### src/rtl/cmos_cap_pkg.sv
// Shared types and constants for the camera capture front end.
package cmos_cap_pkg;

    typedef enum logic [1:0] {
        WAIT_INIT,
        SKIP,
        ARM,
        FRAME
    } cap_state_e;

    localparam int PIX_W         = 16;
    localparam int BYTE_HI_FIRST = 0;
    localparam int BYTE_LO_FIRST = 1;

endpackage

### src/rtl/cmos_fps_meter.sv
// Counts events over a free-running 1 s gate and publishes the count, saturating at 255.
module cmos_fps_meter #(
    parameter int CLK_HZ = 25_000_000
) (
    input  logic       clk,
    input  logic       rst_n,
    input  logic       event_in,
    output logic [7:0] fps
);

    localparam int GW = (CLK_HZ > 1) ? $clog2(CLK_HZ) : 1;
    localparam logic [GW-1:0] GATE_LAST = GW'(CLK_HZ - 1);

    logic [GW-1:0] gate_q, gate_d;
    logic [7:0]    cnt_q, cnt_d;
    logic [7:0]    fps_q, fps_d;
    logic          wrap;

    always_comb begin
        wrap   = (gate_q == GATE_LAST);
        gate_d = wrap ? '0 : gate_q + 1'b1;
        fps_d  = fps_q;
        if (wrap) begin
            // The count itself saturates, so publishing it is already min(count, 255).
            fps_d = cnt_q;
            cnt_d = {7'd0, event_in};
        end else if (event_in && cnt_q != 8'hFF) begin
            cnt_d = cnt_q + 1'b1;
        end else begin
            cnt_d = cnt_q;
        end
    end

    // NOTE: state registers take non-blocking assignments only, so every flop samples
    // the pre-edge value of every other flop regardless of statement order.
    always_ff @(posedge clk or negedge rst_n) begin
        if (!rst_n) begin
            gate_q <= '0;
            cnt_q  <= '0;
            fps_q  <= '0;
        end else begin
            gate_q <= gate_d;
            cnt_q  <= cnt_d;
            fps_q  <= fps_d;
        end
    end

    assign fps = fps_q;

endmodule

### src/rtl/cmos_frame_capture.sv
// Camera capture front end: byte pairing, settle skip, crop window, decimation,
// frame-integrity checking and fps measurement feeding the frame-buffer write FIFO.
module cmos_frame_capture
    import cmos_cap_pkg::*;
#(
    parameter int CLK_HZ      = 25_000_000,
    parameter int H_ACTIVE    = 640,
    parameter int V_ACTIVE    = 480,
    parameter int SKIP_FRAMES = 10,
    parameter int BYTE_ORDER  = 0,
    parameter int X_W         = 11,
    parameter int Y_W         = 10
) (
    input  logic             clk,
    input  logic             rst_n,
    input  logic             init_done,
    input  logic             cmos_vsync,
    input  logic             cmos_href,
    input  logic [7:0]       cmos_data,
    input  logic [X_W-1:0]   win_x0,
    input  logic [Y_W-1:0]   win_y0,
    input  logic [X_W-1:0]   win_w,
    input  logic [Y_W-1:0]   win_h,
    input  logic [3:0]       decim,
    output logic             pix_we,
    output logic [PIX_W-1:0] pix_data,
    output logic             frame_valid,
    output logic             frame_start,
    output logic [7:0]       fps,
    output logic             frame_err
);

    localparam int SK_W = $clog2(SKIP_FRAMES + 2);
    localparam logic [SK_W-1:0] SKIP_N = SK_W'(SKIP_FRAMES);
    localparam logic [X_W-1:0]  H_N    = X_W'(H_ACTIVE);
    localparam logic [Y_W-1:0]  V_N    = Y_W'(V_ACTIVE);

    logic             vsync_q, vsync_qq, href_q, href_qq;
    logic [7:0]       data_q;
    cap_state_e       state_q, state_d;
    logic [SK_W-1:0]  skip_q, skip_d;
    logic [3:0]       dec_q, dec_d;
    logic             phase_q, phase_d;
    logic [7:0]       byte_q, byte_d;
    logic [X_W-1:0]   x_q, x_d, x0_q, x0_d, w_q, w_d;
    logic [Y_W-1:0]   y_q, y_d, y0_q, y0_d, h_q, h_d;
    logic [PIX_W-1:0] asm_q, asm_d, pix_data_q, pix_data_d;
    logic             hit_q, hit_d, pix_we_q, pix_we_d;
    logic             frame_valid_q, frame_valid_d, frame_start_q, frame_start_d;
    logic             err_q, err_d;

    logic             vsync_rise, href_fall, pixel_done, in_frame, frame_begin, x_in, y_in;
    logic [Y_W-1:0]   y_closed;

    always_comb begin
        vsync_rise  = vsync_q & ~vsync_qq;
        href_fall   = ~href_q & href_qq;
        pixel_done  = href_q & phase_q;
        in_frame    = (state_q == FRAME);
        frame_begin = init_done && vsync_rise && (state_q == ARM || state_q == FRAME);
        // A line closing on the same cycle as vsync counts toward the frame it ends.
        y_closed    = href_fall ? y_q + 1'b1 : y_q;
        x_in = (x_q >= x0_q) && ({1'b0, x_q} < ({1'b0, x0_q} + {1'b0, w_q})) && (x_q < H_N);
        y_in = (y_q >= y0_q) && ({1'b0, y_q} < ({1'b0, y0_q} + {1'b0, h_q})) && (y_q < V_N);

        // NOTE: every always_comb output gets a default first so no path leaves it
        // unassigned, which would otherwise infer a latch.
        state_d       = state_q;
        skip_d        = skip_q;
        dec_d         = dec_q;
        x0_d          = x0_q;
        y0_d          = y0_q;
        w_d           = w_q;
        h_d           = h_q;
        byte_d        = byte_q;
        asm_d         = asm_q;
        x_d           = x_q;
        y_d           = y_q;
        err_d         = err_q;
        frame_valid_d = frame_valid_q;
        frame_start_d = 1'b0;
        pix_data_d    = pix_data_q;
        phase_d       = init_done & href_q & ~phase_q;

        case (state_q)
            WAIT_INIT: if (init_done) begin
                state_d = SKIP;
                skip_d  = '0;
            end
            SKIP: begin
                if (skip_q >= SKIP_N)  state_d = ARM;
                else if (vsync_rise)   skip_d  = skip_q + 1'b1;
            end
            ARM:     if (vsync_rise) state_d = FRAME;
            FRAME:   ;
            default: state_d = WAIT_INIT;
        endcase

        if (href_q && !phase_q) byte_d = data_q;
        if (pixel_done) begin
            asm_d = (BYTE_ORDER == BYTE_LO_FIRST) ? {data_q, byte_q} : {byte_q, data_q};
            x_d   = x_q + 1'b1;
        end
        hit_d = pixel_done && frame_valid_q && x_in && y_in && init_done;

        if (href_fall) begin
            x_d = '0;
            y_d = y_closed;
            if (in_frame && (x_q != H_N || phase_q)) err_d = 1'b1;
        end

        if (frame_begin) begin
            if (in_frame && y_closed != V_N) err_d = 1'b1;
            x0_d          = win_x0;
            y0_d          = win_y0;
            w_d           = win_w;
            h_d           = win_h;
            y_d           = '0;
            dec_d         = (dec_q >= decim) ? 4'd0 : dec_q + 1'b1;
            frame_valid_d = (dec_q == 4'd0);
            frame_start_d = (dec_q == 4'd0);
        end

        pix_we_d = hit_q && init_done;
        if (hit_q) pix_data_d = asm_q;

        if (!init_done) begin
            state_d       = WAIT_INIT;
            dec_d         = '0;
            frame_valid_d = 1'b0;
            frame_start_d = 1'b0;
        end
    end

    always_ff @(posedge clk or negedge rst_n) begin
        if (!rst_n) begin
            vsync_q       <= 1'b0;
            vsync_qq      <= 1'b0;
            href_q        <= 1'b0;
            href_qq       <= 1'b0;
            data_q        <= '0;
            state_q       <= WAIT_INIT;
            skip_q        <= '0;
            dec_q         <= '0;
            phase_q       <= 1'b0;
            byte_q        <= '0;
            x_q           <= '0;
            y_q           <= '0;
            x0_q          <= '0;
            y0_q          <= '0;
            w_q           <= '0;
            h_q           <= '0;
            asm_q         <= '0;
            hit_q         <= 1'b0;
            pix_we_q      <= 1'b0;
            pix_data_q    <= '0;
            frame_valid_q <= 1'b0;
            frame_start_q <= 1'b0;
            err_q         <= 1'b0;
        end else begin
            vsync_q       <= cmos_vsync;
            vsync_qq      <= vsync_q;
            href_q        <= cmos_href;
            href_qq       <= href_q;
            data_q        <= cmos_data;
            state_q       <= state_d;
            skip_q        <= skip_d;
            dec_q         <= dec_d;
            phase_q       <= phase_d;
            byte_q        <= byte_d;
            x_q           <= x_d;
            y_q           <= y_d;
            x0_q          <= x0_d;
            y0_q          <= y0_d;
            w_q           <= w_d;
            h_q           <= h_d;
            asm_q         <= asm_d;
            hit_q         <= hit_d;
            pix_we_q      <= pix_we_d;
            pix_data_q    <= pix_data_d;
            frame_valid_q <= frame_valid_d;
            frame_start_q <= frame_start_d;
            err_q         <= err_d;
        end
    end

    cmos_fps_meter #(.CLK_HZ(CLK_HZ)) u_fps (
        .clk      (clk),
        .rst_n    (rst_n),
        .event_in (vsync_rise && state_q != WAIT_INIT),
        .fps      (fps)
    );

    assign pix_we      = pix_we_q;
    assign pix_data    = pix_data_q;
    assign frame_valid = frame_valid_q;
    assign frame_start = frame_start_q;
    assign frame_err   = err_q;

endmodule

### config.mk
export PLATFORM = sky130hd
export DESIGN_NAME = cmos_frame_capture
export DESIGN_NICKNAME = d
export VERILOG_FILES = /design/src/rtl/cmos_cap_pkg.sv /design/src/rtl/cmos_fps_meter.sv /design/src/rtl/cmos_frame_capture.sv
export SDC_FILE = /design/constraint.sdc
export NUM_CORES = 1
export LEC_CHECK = 0
export CORE_MARGIN = 4
export CORE_UTILIZATION = 43
export DETAILED_ROUTE_END_ITERATION = 12
export SETUP_SLACK_MARGIN = 0.3
export SLEW_MARGIN = 15
export SYNTH_ARGS = -nofsm -noshare
export SYNTH_HDL_FRONTEND = slang
export SYNTH_SLANG_ARGS = --single-unit
### constraint.sdc
create_clock -name clk -period 4.4 [get_ports clk]
set_clock_uncertainty 0.2 [all_clocks]
set_input_delay 1.32 -clock clk [delete_from_list [all_inputs] [get_ports clk]]
set_output_delay 1.32 -clock clk [all_outputs]
set_load 0.005 [all_outputs]
==> impl_metrics.json, run 1 <==
{
  "cts_buffer_depth": 2,
  "p_total_uw": 5943,
  "path_buf_inv": 0,
  "synth_cells": 891,
  "power_frac_seq_pct": 36.5,
  "synthFlopType": "dfrtp_1",
  "die_height_um": 152.3,
  "grt_first_pass_wirelength_um": 31820,
  "diodes": 0,
  "clock_insertion_delay_worst_skew_ns": 0.43,
  "tritoncts": "done",
  "worstHoldPathType": "reg -> reg",
  "io_pins": 87,
  "placed_cells": 1228,
  "synthesis.nets": 1030,
  "die-area_sq_mm": 0.02319,
  "synth-edff-count": 0,
  "initialDrtViolationCount": 318,
  "initial_core_util_pct": 43.95,
  "worst-r2r-setup-slack_ns": 0.65,
  "cts-root-buf": "clkbuf_16",
  "die_width_um": 152.3,
  "cts_buffers": 17,
  "worst_slew_pin_slew_ns": 1.002,
  "power.share.clock_pct": 25.9,
  "setup_viol": 0,
  "coreArea_sq_mm": 0.02036,
  "n_fill_cell": 1860,
  "async_flop_share_pct": 100.0,
  "pre_cts_slack_ns": 0.6663,
  "p_sw_uw": 2179,
  "hold_viol": 0,
  "postCtsSetupBuffers": 0,
  "via_count": 6414,
  "critical_path_required_ns": 4.53,
  "syn_avg_cell_area_sq_um": 10.05,
  "critPathMaxStageDelay_ns": 0.52,
  "antenna_found_initial": 1,
  "p_int_uw": 3764,
  "rsz0062_at_grt": "false",
  "crit_type": "reg -> reg",
  "cp_slowest_cell": "a2111oi_1",
  "drive_above_1_share_pct": 8.384,
  "final_cell_mix": "nand2_1, dfrtp_1, clkdlybuf4s50_1, ha_1, nor2_1",
  "nets": 1116,
  "leakage_uw": 0.005168,
  "status": "finished, final reports clean",
  "gp_congestion": 0.7921,
  "cts_hold_buf": 0,
  "netlist_area_sq_mm": 0.008951,
  "layout.cells.non_filler": 1260,
  "grt-ovfl-total": 0,
  "antenna_left": 0,
  "vias_per_cell": 5.090,
  "fin_setup_tns_ns": 0,
  "ys_types": 66,
  "wl_um": 18370,
  "syn_to_final_growth_pct": 19.72,
  "cp_top_family": "compound AO/OA/AOI/OAI gates",
  "post-route-drc-count": 0,
  "grt_max_degree": 79,
  "dr.pass1.iters": 4,
  "cts_max_level": 4,
  "end_kind": "flop",
  "power_density_mw_per_mm2": 554.5,
  "cp_max_fo": 3,
  "yosysSeqAreaShare_pct": 48.08,
  "crit_chain": "ha_1 -> fa_1 -> a21oi_1 -> o21ai_0 -> a2111oi_1 -> o31ai_1 -> a21oi_1 -> xor2_1 -> ha_1 -> or4_1 -> a211oi_1 -> nor3_1 -> nor4_1",
  "period_share_pct": 85.27,
  "grt_usage_pct": 16.35,
  "ctsResizeCount": 0,
  "grt_pass1_vias": 6381,
  "yosysWarnings": 0,
  "relSlewSlack_pct": 33.18,
  "detail_route.wl_per_cell_um": 14.58,
  "clock.fmax_ghz": 0.2665,
  "fin_crit_ns": 3.752,
  "critPathLaunchType": "flop",
  "p_sw_share_pct": 36.66,
  "cp.arrival_ns": 3.88,
  "ir_worst_vdd_v": 0.0002440,
  "power_frac_comb_pct": 37.6,
  "cap_violations": 0,
  "drv_slew": 0,
  "setup_slack_ns": 0.6481,
  "clkSinkCount": 172,
  "fp-row-count": 52,
  "ys_ff_latch": 172,
  "io_buffers": 86,
  "clkSlewWorstSetupHoldPaths_ns": 0.07,
  "dp_hpwl_um": 12950
}
==> flip-flops by register name, indices dropped and copies added (netlist names), 8 cells and up <==
register,cells
u_fps.gate_q,25
u_fps.cnt_q,8
asm_q,16
x_q,11
y0_q,10
data_q,8
u_fps.fps,8
h_q,10
x0_q,11
byte_q,8
w_q,11
pix_data,16
y_q,10
==> logic make-up after synthesis <==
kind of cell             after synthesis  synth area share [%]
AND/OR/NAND/NOR                      334                 17.07
flip-flops                           172                 48.09
AO/OA/AOI/OAI                        141                 9.967
adder cells (fa/ha/maj)               80                 11.35
buffers and inverters                 70                 3.369
XOR/XNOR                              58                 5.675
multiplexers                          36                 4.487
==> power by group through the flow <==
| stage | clock (uW) | combinational (uW) | sequential, uW |
|---|---|---|---|
| after CTS | 1580 | 2260 | 2170 |
| after global routing | 1650 | 2630 | 2220 |
| after global placement | 0 | 2210 | 2190 |
| final | 1540 | 2230 | 2170 |
| after detailed placement | 0 | 2240 | 2190 |
| after floorplan | 0 | 1750 | 2110 |
==> worst register-to-register path: cells and delay by family, from the launching register on <==
kind	cells	cell delay [ns]
and+or+nand+nor	3	0.68
AOI/OAI and AO/OA	6	1.45
xor gates and xnor gates	1	0.09
DFF	1	0.40
adders and majority gates	3	0.83
==> Yosys cell counts (2+ instances only) <==
library cell  number  share of area [%]
mux2_2            29                3.6
o311ai_0           2               0.20
a21oi_1           33                1.8
or4b_1             2               0.22
and2_1             6               0.42
and3_1            16                1.1
nor2_1            53                2.2
nand3_1           23                1.3
nand2b_1           7               0.49
a21o_1             8               0.67
nor3_1             8               0.45
nand3b_1           2               0.17
a211o_1            4               0.39
nand4_1           15                1.0
o21bai_1           6               0.50
o31ai_1            4               0.34
ha_1              78                 11
o211ai_1           3               0.25
mux2i_1            3               0.34
o21ai_0           51                2.9
clkbuf_1          20               0.84
xor2_1            36                3.5
or2_2              3               0.21
nor2b_1            6               0.42
nand2_1          172                7.2
and4_1             2               0.20
mux2_1             4               0.50
a31oi_1            7               0.49
a2111oi_0          3               0.29
or3_1              2               0.14
nor4_1             6               0.42
dfrtp_1          172                 48
a211oi_1           2               0.17
xnor2_1           22                2.2
inv_1             42                1.8
buf_6              2               0.25
o21a_1             5               0.42
buf_2              3               0.17
fa_1               2               0.45
==> final timing paths <==
| check | from | to | depth (start not counted) |
|---|---|---|---|
| max reg2reg | x0_q[0] | hit_q | 13 |
| max in group asynchronous | rst_n | x_q[1] | 2 |
| min reg2reg | vsync_q | vsync_qq | 0 |
| max | x0_q[0] | hit_q | 13 |
| min | vsync_q | vsync_qq | 0 |
| min in group asynchronous | rst_n | skip_q[0] | 1 |
==> layer usage <==
layer	wire length [um]	up-vias	GRT usage, %
li1	-	3247	-
met1	9456	3062	23.99
met2	8093	91	24.53
met3	640	12	3.834
met4	171	2	4.152
met5	12	-	0
==> per-stage QoR <==
stage	utilization (%)	hold WS [ns]	area (sq um)
detailed placement	49.63	0.1852	10110
CTS	52.62	0.2013	10720
finish	52.62	0.1990	10720
global route	52.62	0.2128	10720
global placement	49.63	0.1876	10110
floorplan	-	0.1678	8951
==> layout make-up <==
cell class	instances	area [sq um]	area share, %
sequential	172	4304	40.16
tap	270	337.8	3.152
inverter	42	157.7	1.471
multi-input combinational	649	4353	40.62
timing repair buffer	95	954.7	8.908
clock inverter	14	170.2	1.588
clock buffer	18	439.2	4.098
No activity file was read; power rests on OpenSTA's default activity.
==> run 2: changes to the inputs <==
--- a/config.mk
+++ b/config.mk
@@ -8,6 +8,7 @@
 export CORE_MARGIN = 4
 export CORE_UTILIZATION = 43
 export DETAILED_ROUTE_END_ITERATION = 12
+export MAX_ROUTING_LAYER = met4
 export SETUP_SLACK_MARGIN = 0.3
 export SLEW_MARGIN = 15
 export SYNTH_ARGS = -nofsm -noshare
==> impl_metrics.json, run 2 (synthesized netlist as in run 1, its figures left out) <==
{
  "status": "finished, final reports clean",
  "crit_type": "reg -> reg",
  "grt_util_met1_pct": 24.14,
  "die-area_sq_mm": 0.02319,
  "drv_slew": 0,
  "ir_worst_vdd_v": 0.0002483,
  "regArea_sq_mm": 0.004304,
  "fin_hold_ws_ns": 0.2003,
  "setup_slack_ns": 0.6527,
  "gr-max-usage-layer": "met2",
  "coreArea_sq_mm": 0.02036,
  "cap_violations": 0,
  "multi_input_area_sq_mm": 0.004353,
  "top_register": "u_fps.gate_q",
  "cts_hold_buf": 0,
  "post-route-util_pct": 52.64,
  "dr.pass1.iters": 4,
  "hold_viol": 0,
  "critPathLaunchType": "flop",
  "grt_max_degree": 79,
  "vias_per_cell": 5.071,
  "grt_first_pass_wirelength_um": 31800,
  "antenna_found_initial": 1,
  "cts-root-buf": "clkbuf_16",
  "leakage_uw": 0.005168,
  "grtUsageMet3_pct": 3.749,
  "setup_viol": 0,
  "io_buffers": 86,
  "worstHoldPathType": "reg -> reg",
  "critical_path_required_ns": 4.54,
  "gr-usage-met2_pct": 24.58,
  "rsz0062_at_grt": "false",
  "via_count": 6395,
  "n_fill_cell": 1860,
  "die_width_um": 152.3,
  "fin_crit_ns": 3.747,
  "clock_insertion_delay_worst_skew_ns": 0.43,
  "cp.arrival_ns": 3.89,
  "drive_above_1_share_pct": 8.384,
  "cp_max_fo": 3,
  "gp_congestion": 0.8044,
  "fp-row-count": 52,
  "antenna_left": 0,
  "die_height_um": 152.3,
  "dp_hpwl_um": 12950,
  "detail_route.wl_per_cell_um": 14.56,
  "clkSlewWorstSetupHoldPaths_ns": 0.08,
  "initialDrtViolationCount": 279,
  "final_cell_mix": "nand2_1, dfrtp_1, clkdlybuf4s50_1, ha_1, nor2_1",
  "end_kind": "flop",
  "clkSinkCount": 172,
  "initial_core_util_pct": 43.95,
  "clock.fmax_ghz": 0.2669,
  "cts_max_level": 4,
  "ctsResizeCount": 0,
  "postCtsSetupBuffers": 0,
  "pre_cts_slack_ns": 0.6663,
  "nets": 1116,
  "grt_pass1_vias": 6389,
  "worst_slew_pin_slew_ns": 0.9973,
  "largest_reg_flops": 25,
  "wl_um": 18360,
  "grt-ovfl-total": 0,
  "grt_usage_pct": 16.88,
  "io_pins": 87,
  "relSlewSlack_pct": 33.52,
  "cts_buffer_depth": 2,
  "syn_to_final_growth_pct": 19.75,
  "tritoncts": "done",
  "cts_buffers": 17,
  "fin_setup_tns_ns": 0,
  "post-route-drc-count": 0,
  "period_share_pct": 85.17,
  "power_density_mw_per_mm2": 554.4
}
-- run 2: changes by cell type in the layout (fill, tap and decap cells not counted) --
cell	delta
diode_2	+1
-- run 2: per-layer routing --
layer | part of all wire [%] | wire length [um] | vias up
li1 | - | - | 3250
met1 | 52 | 9468 | 3047
met2 | 44 | 8138 | 86
met3 | 3.2 | 589 | 12
met4 | 0.91 | 167 | 0
met5 | 0 | 0 | -
-- run 2: area by class of cell --
| type | count | share of cell area, % |
|---|---|---|
| diodes | 1 | 0.02335 |
| clock buffers | 18 | 4.097 |
| clock inverters | 14 | 1.587 |
| inverters | 42 | 1.471 |
| multi-input cells | 649 | 40.61 |
| flip-flops and latches | 172 | 40.15 |
| well taps | 270 | 3.152 |
| repair buffers | 95 | 8.906 |
-- run 2: metrics by stage --
stage / instance area, sq um / cells / total power (uW)
3_3_place_gp: 10110 / 1228 / 4401
2_1_floorplan: 8951 / 891 / 3855
3_5_place_dp: 10110 / 1228 / 4437
6_report: 10720 / 1261 / 5943
5_1_grt: 10720 / 1261 / 6492
4_1_cts: 10720 / 1260 / 6008
-- run 2: critical path, cell delays in order, from the launching register on --
cell and delay, ns:
dfrtp_1 0.40, ha_1 0.23, fa_1 0.41, a21oi_1 0.19, o21ai_0 0.15, a2111oi_1 0.52
o31ai_1 0.14, a21oi_1 0.19, xor2_1 0.09, ha_1 0.19, or4_1 0.43, a211oi_1 0.26
nor3_1 0.09, nor4_1 0.16
-- run 2: where the power goes --
group / internal [uW] / switching [uW] / leakage, uW
combinational: 1050 / 1190 / 0.00265
clock: 831 / 713 / 0.000297
sequential: 1890 / 281 / 0.00222
total: 3760 / 2180 / 0.00517
-- run 2: worst paths after layout --
kind,from,depth (start not counted),slack (ns),endpoint
worst min-delay path,vsync_q,0,0.20,vsync_qq
worst max register to register,x0_q[0],13,0.65,hit_q
worst min register to register,vsync_q,0,0.20,vsync_qq
worst max-delay path,x0_q[0],13,0.65,hit_q
min in group asynchronous,rst_n,1,0.73,skip_q[0]
max in group asynchronous,rst_n,2,2.50,x_q[1]
==> run 3: changes to the inputs <==
--- a/config.mk
+++ b/config.mk
@@ -7,6 +7,7 @@
 export LEC_CHECK = 0
 export CORE_MARGIN = 4
 export CORE_UTILIZATION = 43
+export CTS_BUF_LIST = sky130_fd_sc_hd__clkbuf_4
 export DETAILED_ROUTE_END_ITERATION = 12
 export MAX_ROUTING_LAYER = met4
 export SETUP_SLACK_MARGIN = 0.3
==> impl_metrics.json, run 3 (synthesized netlist as in run 1, its figures left out) <==
{
  "relSlewSlack_pct": 33.66,
  "cap_violations": 0,
  "placed_cell_area_sq_mm": 0.01011,
  "drv_slew": 0,
  "critPathLaunchType": "flop",
  "ir_worst_vdd_v": 0.0002094,
  "coreArea_sq_mm": 0.02036,
  "largest_reg_flops": 25,
  "fin_crit_ns": 3.776,
  "wl_um": 18180,
  "crit_type": "reg -> reg",
  "path_depth": 13,
  "layout.cells.non_filler": 1262,
  "end_kind": "flop",
  "die_height_um": 152.3,
  "gr-max-usage-layer": "met2",
  "crit_start": "x0_q[0]",
  "grt_first_pass_wirelength_um": 31540,
  "die_width_um": 152.3,
  "hold_depth": 0,
  "grt_max_degree": 79,
  "antenna_found_initial": 2,
  "final_cell_area_sq_mm": 0.01041,
  "rr_startpoint": "x0_q[0]",
  "grt_usage_pct": 16.71,
  "path_buf_inv": 0,
  "cp_top_family": "compound AO/OA/AOI/OAI gates",
  "nets": 1116,
  "vias_per_cell": 5.057,
  "postCtsSetupBuffers": 0,
  "dp_hpwl_um": 12950,
  "cp_max_fo": 3,
  "placed_cells": 1228,
  "cp.arrival_ns": 4.06,
  "die-area_sq_mm": 0.02319,
  "worstHoldPathType": "reg -> reg",
  "p_total_uw": 5341,
  "antenna_left": 0,
  "post-route-util_pct": 51.14,
  "detail_route.wl_per_cell_um": 14.40,
  "r2r-end": "hit_q",
  "crit_chain": "ha_1 -> fa_1 -> a21oi_1 -> o21ai_0 -> a2111oi_1 -> o31ai_1 -> a21oi_1 -> xor2_1 -> ha_1 -> or4_1 -> a211oi_1 -> nor3_1 -> nor4_1",
  "clkSlewWorstSetupHoldPaths_ns": 0.17,
  "min-delay-start": "vsync_q",
  "gr-usage-met2_pct": 24.26,
  "grt_util_met1_pct": 23.93,
  "multi_input_area_sq_mm": 0.004353,
  "regArea_sq_mm": 0.004304,
  "ctsResizeCount": 0,
  "worst-r2r-setup-slack_ns": 0.62,
  "cts-root-buf": "clkbuf_4",
  "fin_setup_tns_ns": 0,
  "leakage_uw": 0.005031,
  "drive_above_1_share_pct": 8.283,
  "worst_r2r_path_depth": 13,
  "top_register": "u_fps.gate_q",
  "critical_path_required_ns": 4.68,
  "cts_max_level": 4,
  "fp-row-count": 52,
  "io_buffers": 86,
  "critPathMaxStageDelay_ns": 0.52,
  "hold_viol": 0,
  "initialDrtViolationCount": 255,
  "post-route-drc-count": 0,
  "dr.pass1.iters": 4,
  "grt_pass1_vias": 6350,
  "status": "finished, final reports clean",
  "cp_slowest_cell": "a2111oi_1",
  "period_share_pct": 85.82,
  "cts_buffer_depth": 2,
  "clock_insertion_delay_worst_skew_ns": 0.56,
  "clock.fmax_ghz": 0.2648,
  "initial_core_util_pct": 43.95,
  "worst_slew_pin_slew_ns": 0.9951,
  "via_count": 6382,
  "cts_buffers": 17,
  "gp_congestion": 0.8044,
  "syn_to_final_growth_pct": 16.34,
  "io_pins": 87,
  "power_density_mw_per_mm2": 512.9,
  "grt-ovfl-total": 0,
  "cts_hold_buf": 0,
  "final_cell_mix": "nand2_1, dfrtp_1, clkdlybuf4s50_1, ha_1, nor2_1",
  "n_fill_cell": 1901,
  "rsz0062_at_grt": "false",
  "grtUsageMet3_pct": 3.919,
  "holdPathEnd": "vsync_qq",
  "clkSinkCount": 172,
  "setup_viol": 0,
  "tritoncts": "done"
}
## run 3: metal layers
metal | vias up | part of all wire, %
li1 | 3243 | -
met3 | 7 | 3.5
met1 | 3036 | 52
met5 | - | 0
met2 | 96 | 44
met4 | 0 | 0.67
## run 3: worst max-delay path by stage
stage / to / slack [ns]
3_5_place_dp: hit_q / 0.67
3_3_place_gp: hit_q / 0.79
2_1_floorplan: hit_q / 1.04
5_1_grt: hit_q / 0.35
6_report: hit_q / 0.62
4_1_cts: hit_q / 0.65
## run 3: worst reg2reg max path, cell delays in order, from the launching register on
cell	delay [ns]
dfrtp_1	0.43
ha_1	0.23
fa_1	0.41
a21oi_1	0.19
o21ai_0	0.15
a2111oi_1	0.52
o31ai_1	0.14
a21oi_1	0.19
xor2_1	0.09
ha_1	0.19
or4_1	0.43
a211oi_1	0.28
nor3_1	0.09
nor4_1	0.16
## run 3: power by group
group / internal (uW) / switching [uW] / total (uW)
registers: 1880 / 280 / 2160
logic: 1050 / 1190 / 2230
clock network: 314 / 631 / 946
## run 3: layout make-up
| class | instances | share of cell area [%] |
|---|---|---|
| clock inverter | 15 | 1.670 |
| clock buffer | 17 | 1.226 |
| inverter | 42 | 1.514 |
| multi-input combinational | 649 | 41.80 |
| tap | 270 | 3.244 |
| sequential | 172 | 41.33 |
| timing repair buffer | 95 | 9.167 |
| antenna | 2 | 0.04806 |
## run 3: stage by stage
stage	setup WS [ns]	hold WS, ns
2_1_floorplan	1.042	0.1678
3_3_place_gp	0.7861	0.1876
3_5_place_dp	0.6663	0.1852
4_1_cts	0.6475	0.2195
5_1_grt	0.3518	0.2327
6_report	0.6237	0.2213
